File: src/rtl/rx_ring_ctrl.sv
// Frame controller for the RX ring RAM: writes frames into a circular buffer, commits them on the last beat,
// rolls back errored or overflowing frames, and streams committed words out through a 2-entry skid.
module rx_ring_ctrl #(
   parameter int unsigned ADDR_WIDTH = 5,
   parameter int unsigned DATA_WIDTH = 48,
   parameter int unsigned BE_WIDTH   = 6,
   parameter int unsigned CNT_WIDTH  = 16
) (
   input  logic                  clk,
   input  logic                  rst_n,
   input  logic [DATA_WIDTH-1:0] s_data,
   input  logic                  s_valid,
   input  logic                  s_last,
   input  logic                  s_err,
   output logic                  s_ready,
   output logic [DATA_WIDTH-1:0] m_data,
   output logic                  m_valid,
   output logic                  m_last,
   input  logic                  m_ready,
   output logic                  ram_wr_en,
   output logic [ADDR_WIDTH-1:0] ram_wr_addr,
   output logic [DATA_WIDTH-1:0] ram_wr_data,
   output logic [BE_WIDTH-1:0]   ram_wr_byte_en,
   output logic [ADDR_WIDTH-1:0] ram_rd_addr,
   input  logic [DATA_WIDTH-1:0] ram_rd_data,
   output logic [ADDR_WIDTH:0]   level,
   output logic [CNT_WIDTH-1:0]  frame_cnt,
   output logic [CNT_WIDTH-1:0]  drop_cnt,
   output logic                  ovf
);
   localparam int unsigned PTR_W = ADDR_WIDTH + 1;
   localparam int unsigned DEPTH = 2 ** ADDR_WIDTH;

   typedef enum logic [1:0] {WR_IDLE, WR_WRITE, WR_DISCARD} wr_state_e;

   wr_state_e             wr_state_q;
   logic [PTR_W-1:0]      wr_ptr_q, commit_ptr_q, rd_ptr_q;
   logic                  s_ready_q, ovf_q, m_valid_q;
   logic [CNT_WIDTH-1:0]  frame_cnt_q, drop_cnt_q;
   logic [DEPTH-1:0]      last_mem_q;
   logic                  rd_inflight_q, rd_last_q;
   logic [1:0]            skid_cnt_q, skid_cnt_d;
   logic [DATA_WIDTH-1:0] skid0_data_q, skid0_data_d, skid1_data_q, skid1_data_d;
   logic                  skid0_last_q, skid0_last_d, skid1_last_q, skid1_last_d;

   logic       acc, full, wr_ok, pend, pop, issue;
   logic [1:0] occ;

   always_comb begin
      acc   = s_valid & s_ready_q;
      full  = (wr_ptr_q - rd_ptr_q) == PTR_W'(DEPTH);
      wr_ok = acc & ~full & (wr_state_q != WR_DISCARD);
      pend  = commit_ptr_q != rd_ptr_q;
      pop   = m_valid_q & m_ready;
      // Occupancy counts the word leaving this cycle as gone, so reads stream back to back.
      occ   = skid_cnt_q - 2'(pop) + 2'(rd_inflight_q);
      issue = pend & (occ < 2'd2);
   end

   // Skid update: pop shifts entry 1 forward, returning read data fills the first free slot.
   always_comb begin
      skid0_data_d = skid0_data_q;
      skid0_last_d = skid0_last_q;
      skid1_data_d = skid1_data_q;
      skid1_last_d = skid1_last_q;
      skid_cnt_d   = skid_cnt_q;
      if (pop) begin
         skid0_data_d = skid1_data_q;
         skid0_last_d = skid1_last_q;
         skid_cnt_d   = skid_cnt_q - 2'd1;
      end
      if (rd_inflight_q) begin
         if (skid_cnt_d == 2'd0) begin
            skid0_data_d = ram_rd_data;
            skid0_last_d = rd_last_q;
         end else begin
            skid1_data_d = ram_rd_data;
            skid1_last_d = rd_last_q;
         end
         skid_cnt_d = skid_cnt_d + 2'd1;
      end
   end

   always_ff @(posedge clk) begin
      if (!rst_n) begin
         wr_state_q    <= WR_IDLE;
         wr_ptr_q      <= '0;
         commit_ptr_q  <= '0;
         rd_ptr_q      <= '0;
         s_ready_q     <= 1'b0;
         ovf_q         <= 1'b0;
         m_valid_q     <= 1'b0;
         frame_cnt_q   <= '0;
         drop_cnt_q    <= '0;
         rd_inflight_q <= 1'b0;
         rd_last_q     <= 1'b0;
         skid_cnt_q    <= '0;
         skid0_data_q  <= '0;
         skid0_last_q  <= 1'b0;
         skid1_data_q  <= '0;
         skid1_last_q  <= 1'b0;
      end else begin
         s_ready_q     <= 1'b1;
         ovf_q         <= 1'b0;
         rd_inflight_q <= issue;
         if (issue) begin
            rd_ptr_q  <= rd_ptr_q + PTR_W'(1);
            rd_last_q <= last_mem_q[rd_ptr_q[ADDR_WIDTH-1:0]];
         end
         skid_cnt_q   <= skid_cnt_d;
         m_valid_q    <= skid_cnt_d != 2'd0;
         skid0_data_q <= skid0_data_d;
         skid0_last_q <= skid0_last_d;
         skid1_data_q <= skid1_data_d;
         skid1_last_q <= skid1_last_d;

         if (acc) begin
            case (wr_state_q)
               WR_IDLE, WR_WRITE: begin
                  if (full) begin
                     wr_ptr_q   <= commit_ptr_q;
                     drop_cnt_q <= drop_cnt_q + CNT_WIDTH'(1);
                     ovf_q      <= 1'b1;
                     wr_state_q <= s_last ? WR_IDLE : WR_DISCARD;
                  end else if (s_last && !s_err) begin
                     wr_ptr_q     <= wr_ptr_q + PTR_W'(1);
                     commit_ptr_q <= wr_ptr_q + PTR_W'(1);
                     frame_cnt_q  <= frame_cnt_q + CNT_WIDTH'(1);
                     wr_state_q   <= WR_IDLE;
                  end else if (s_last) begin
                     wr_ptr_q   <= commit_ptr_q;
                     drop_cnt_q <= drop_cnt_q + CNT_WIDTH'(1);
                     wr_state_q <= WR_IDLE;
                  end else begin
                     wr_ptr_q   <= wr_ptr_q + PTR_W'(1);
                     wr_state_q <= WR_WRITE;
                  end
               end
               WR_DISCARD: begin
                  if (s_last) wr_state_q <= WR_IDLE;
               end
               default: wr_state_q <= WR_IDLE;
            endcase
         end
      end
   end

   // Frame-end marks travel beside the RAM data; stale bits are always rewritten before being read.
   always_ff @(posedge clk) begin
      if (wr_ok) last_mem_q[wr_ptr_q[ADDR_WIDTH-1:0]] <= s_last;
   end

   assign s_ready        = s_ready_q;
   assign m_valid        = m_valid_q;
   assign m_data         = skid0_data_q;
   assign m_last         = skid0_last_q;
   assign ram_wr_en      = wr_ok;
   assign ram_wr_addr    = wr_ptr_q[ADDR_WIDTH-1:0];
   assign ram_wr_data    = s_data;
   assign ram_wr_byte_en = '1;
   assign ram_rd_addr    = rd_ptr_q[ADDR_WIDTH-1:0];
   assign level          = commit_ptr_q - rd_ptr_q;
   assign frame_cnt      = frame_cnt_q;
   assign drop_cnt       = drop_cnt_q;
   assign ovf            = ovf_q;

endmodule

File: config.mk
export PLATFORM = sky130hd
export DESIGN_NAME = rx_ring_ctrl
export DESIGN_NICKNAME = d
export VERILOG_FILES = /design/src/rtl/rx_ring_ctrl.sv
export SDC_FILE = /design/constraint.sdc
export NUM_CORES = 1
export LEC_CHECK = 0
export BUFFER_PORTS_ARGS = -buffer_cell sky130_fd_sc_hd__buf_4
export CORE_MARGIN = 5
export CORE_UTILIZATION = 45
export CTS_CLUSTER_SIZE = 20
export DETAILED_ROUTE_END_ITERATION = 12
export PLACE_DENSITY = 0.67
export SKIP_LAST_GASP = 1
export SLEW_MARGIN = 40
export SYNTH_ARGS = -nofsm -noshare
export SYNTH_HDL_FRONTEND = slang
export SYNTH_SLANG_ARGS = --single-unit
File: constraint.sdc
create_clock -name clk -period 3.36 [get_ports clk]
set_input_delay 0.336 -clock clk [delete_from_list [all_inputs] [get_ports clk]]
set_output_delay 0.336 -clock clk [all_outputs]
set_load 0.02 [all_outputs]
Word-level counts from Yosys, hierarchy flattened
Index checks and enable logic that the tools add are counted.
- register bits after elaboration: 189
- output and inout bits: 155
- add/sub/neg operators: 10
- magnitude comparators: 4
- equality and inequality tests: 7
- mux-type cells: 27
- bitwise operators: 7
- reduce and logical (&&, ||, !) cells: 14
- operators with widths (cell ; number):
    48-bit two-way mux ; 3
    16-bit two-way mux ; 3
    16-bit by 1-bit adder with 16-bit output (second input constant) ; 2
    32-bit bitwise mux ; 1
    6-bit two-way mux ; 3
    6-bit by 1-bit adder with 6-bit output (second input constant) ; 2
    5-bit by 6-bit less-than comparator with 1-bit output (second input constant) ; 2
    6-bit subtractor ; 2
    2-bit two-way mux ; 5
    1-bit two-way mux ; 9
    4-bit AND reduction ; 2
    6-bit == test (second input constant) ; 1
    2-bit inequality test (second input constant) ; 3
    6-bit inequality test ; 1
    2-bit AND reduction ; 3
    1-bit bitwise AND ; 5
    1-bit binary-select mux with 5-bit select ; 1
    1-bit demux with 5-bit select ; 1
    5-bit by 1-bit greater-or-equal comparator with 1-bit output (second input constant) ; 1
    2-bit zero test ; 2
    2-bit one-hot mux with 2 select lines ; 1
    2-bit nonzero test ; 2
    3-bit AND reduction ; 1
    2-bit by 1-bit adder with 2-bit output ; 1
    other kinds (10) ; 12

Logic depth before layout (Yosys ltp)
- word-level depth: 5
- depth in mapped cells: 12
- mapped depth without buffers: 11

Least setup slack after synthesis
Ideal clock, no wire load.
- path type: reg2out
- from: reg rd_ptr_q[1]
- to: out ram_wr_en
- arrival: 2674 ps
- path slack: 350 ps
- cell stages (with the launch flop): 10
- path buffers: 2
- cell sequence: dfxtp_1 buf_1 inv_1 ha_1 and2b_1 o221a_1 a22o_1 o221ai_2 buf_2 and2_1
- longest elaborated chain between the ends: 5
- ends and longest elaborated chain (element ; line ; source):
    start: declaration ; 37 ; logic [PTR_W-1:0] wr_ptr_q, commit_ptr_q, rd_ptr_q;
    start signal: assignment ; 107 ; rd_ptr_q <= rd_ptr_q + PTR_W'(1);
    6-bit subtractor ; 51 ; full = (wr_ptr_q - rd_ptr_q) == PTR_W'(DEPTH);
    6-bit == test ; 51 ;
    1-bit inverter (no source line) ; - ;
    1-bit bitwise AND (2 in series) ; 52 ; wr_ok = acc & ~full & (wr_state_q != WR_DISCARD);
    end: declaration ; 20 ; output logic ram_wr_en,
No other way between the ends.

Worst setup path after layout
- from: reg rd_ptr_q[2]
- to: out ram_wr_en
The elaborated chain is that of the path after synthesis.

==> results.ini <==
[route]
dr.first_iter.drc_count = 608
first_pass_iters = 5
drc = 0
vias = 7745
routed_wirelength_um = 22900
viasPerCell = 5.52
wl_per_cell_um = 16.3
detail-route-antenna-nets = 0

[sta]
hold_violations = 0
max_freq_mhz = 322
period_share_pct = 92.5
slew_violations = 0
period_needed_ns = 3.11
setup_viol = 0
timing.final.ws_setup_ns = 0.252
worst_pin_slew_ns = 0.768
slew_headroom_pct = 48.6
skew_ns = 0.0153
grt_setup_unrepaired = no
whs_ns = 0.152
tns_ns = 0

[die]
die_area_sq_mm = 0.0233
coreArea_sq_mm = 0.0201
die_w_um = 153
ios = 257
die_y_um = 153
num_rows = 52
start_util_pct = 45.5

[power]
ir_worst_vdd_mv = 0.499
cellPowerDensity_mw_per_mm2 = 692
leakage_nw = 3.92

[logic_synthesis]
yosysSeqAreaShare_pct = 44.8
synthFlopType = dfxtp_1
synthesis.area_sq_mm = 0.00916
synthArstFlopShare_pct = 0
synth_seq_cells = 189
synth_cells = 1054
syn-mean-instance-area_sq_um = 8.69
synth_edf_count = 32
yosysUniqueCellTypes = 66
synth_warnings = 0

[cts]
cts_tree = done
clkLatencyLatePin_ns = 0.44
htreeDepth = 4
path_clk_slew_ns = 0.08
root_buffer = clkbuf_16
numCtsBuffers = 17
clock_path_buffers = 2
clock_sinks = 189

[cells_and_area]
drive_above_1_share_pct = 21.0
multiInputGateArea_sq_mm = 0.00424
nets = 1242
diodes = 0
fill_cells = 1868
final_area_sq_mm = 0.0107
layout_common_cells = nand2_1 (225), buf_4 (174), dfxtp_1 (157)
final_common_cell = nand2_1
area_growth_pct = 17.3
regArea_sq_mm = 0.00410

[grt]
antenna_found_initial = 0
grt_pass1_vias = 7103
grt_max_degree = 54
grt_first_pass_wirelength_um = 37000
grt_util_all_layers_pct = 19.0
overflow = 0

[worst_setup_path]
worst_ep_arrival_time_ns = 2.77
worst-setup-path-type = register to primary output
cp_max_fo = 11
required_ns = 3.02
end_kind = primary output
worstSetupStartpointType = register

[place]
place_worst_setup_slack_ns = 0.498
io_buffers = 154
hpwl_um = 15200
placed_area_sq_mm = 0.0101
place_congestion = 0.837

[status]
status = complete, no violations

[min_path]
min-delay-path-class = primary input to register

[run]
drv_cap = 0

## cell type report
class | instances | area share, %
clock inverter | 15 | 1.61
timing repair buffer | 176 | 12.5
inverter | 30 | 1.07
sequential | 189 | 38.2
tap | 270 | 3.15
multi-input combinational | 705 | 39.5
clock buffer | 17 | 3.96
## timing repair
action	in CTS	in global routing
hold buffers	0	0
setup endpoints to repair	0	1
gates resized for setup	0	1
buffers inserted	0	0
## sequential cells by signal (all words and copies together), names as in the netlist
signal         cells
commit_ptr_q       6
drop_cnt          16
frame_cnt         16
last_mem_q        32
m_data            48
m_last             1
m_valid            1
ovf                1
rd_inflight_q      1
rd_last_q          1
rd_ptr_q           6
s_ready            1
skid1_data_q      48
skid1_last_q       1
skid_cnt_q         2
wr_ptr_q           6
wr_state_q         2
## stage by stage
stage / total power [mW] / cells / util (%)
6_report: 7.43 / 1402 / 53.4
5_1_grt: 7.85 / 1402 / 53.4
4_1_cts: 7.51 / 1402 / 53.4
3_5_place_dp: 5.46 / 1370 / 50.4
3_3_place_gp: 5.40 / 1370 / 50.4
2_1_floorplan: 4.59 / 1059 / -
## critical path, stage by stage, from the launching register on
cell and delay [ns]:
dfxtp_1 0.42, inv_1 0.14, ha_1 0.24, or2_1 0.27, o221ai_1 0.32, a211oi_2 0.18
o221ai_4 0.42, and2_1 0.21, buf_4 0.14
## per-layer routing
metal  vias up  wire length [um]  global-route usage (%)
li1       3800                 -                       -
met1      3691             10400                    25.5
met2       227             10800                    30.6
met3        27              1370                    5.00
met4         0               274                    4.84
met5         -                 0                       0
## kinds of logic after synthesis
logic type      after synthesis  share of synthesized area [%]
buf+inv                     165                           9.59
other cells                   1                         0.0410
simple gates                422                           20.0
xor+xnor                     20                           1.91
fa+ha+maj                    21                           2.95
compound gates              218                           17.3
mux                          18                           3.33
flops                       189                           44.8
## path summary, 6_finish.rpt
| check | to | slack (ns) | startpoint | cells after the start |
|---|---|---|---|---|
| setup / recovery | ram_wr_en | 0.25 | rd_ptr_q[2]$_SDFFE_PN0P_ | 8 |
| hold / removal | skid1_data_q[37]$_SDFFE_PN0P_ | 0.15 | ram_rd_data[37] | 3 |
| hold reg to reg | skid1_data_q[18]$_SDFFE_PN0P_ | 0.46 | skid1_data_q[18]$_SDFFE_PN0P_ | 2 |
| setup reg to reg | wr_ptr_q[5]$_SDFFE_PN0P_ | 0.55 | rd_ptr_q[2]$_SDFFE_PN0P_ | 9 |
## cells in the mapped netlist, types with 5 or more instances
| master | count | area (sq um) |
|---|---|---|
| a2111o_1 | 10 | 113 |
| a211oi_1 | 6 | 45.0 |
| a21oi_1 | 84 | 420 |
| a311oi_1 | 50 | 438 |
| a41o_1 | 5 | 50.1 |
| buf_1 | 8 | 30.0 |
| buf_2 | 6 | 30.0 |
| buf_4 | 65 | 488 |
| clkbuf_1 | 55 | 206 |
| dfxtp_1 | 157 | 3140 |
| edfxtp_1 | 32 | 961 |
| ha_1 | 20 | 250 |
| inv_1 | 28 | 105 |
| mux2i_1 | 8 | 80.1 |
| mux4_2 | 10 | 225 |
| nand2_1 | 227 | 852 |
| nand2b_1 | 9 | 56.3 |
| nand3_1 | 20 | 100 |
| nand3b_1 | 6 | 45.0 |
| nand4_1 | 12 | 75.1 |
| nor2_1 | 106 | 398 |
| nor3_1 | 9 | 45.0 |
| o2111ai_1 | 9 | 78.8 |
| o21ai_0 | 8 | 40.0 |
| o31ai_1 | 6 | 45.0 |
| o41ai_1 | 11 | 96.3 |
| or4_1 | 5 | 37.5 |
| xnor2_1 | 14 | 123 |
| xor2_1 | 6 | 52.6 |
## where the power goes
| part | internal (mW) | switching (mW) | leakage [nW] |
|---|---|---|---|
| Sequential | 2.65 | 0.202 | 1.56 |
| Combinational | 0.968 | 1.57 | 2.06 |
| Clock | 1.07 | 0.979 | 0.294 |
Note: power is estimated with default switching activity, not from simulation.
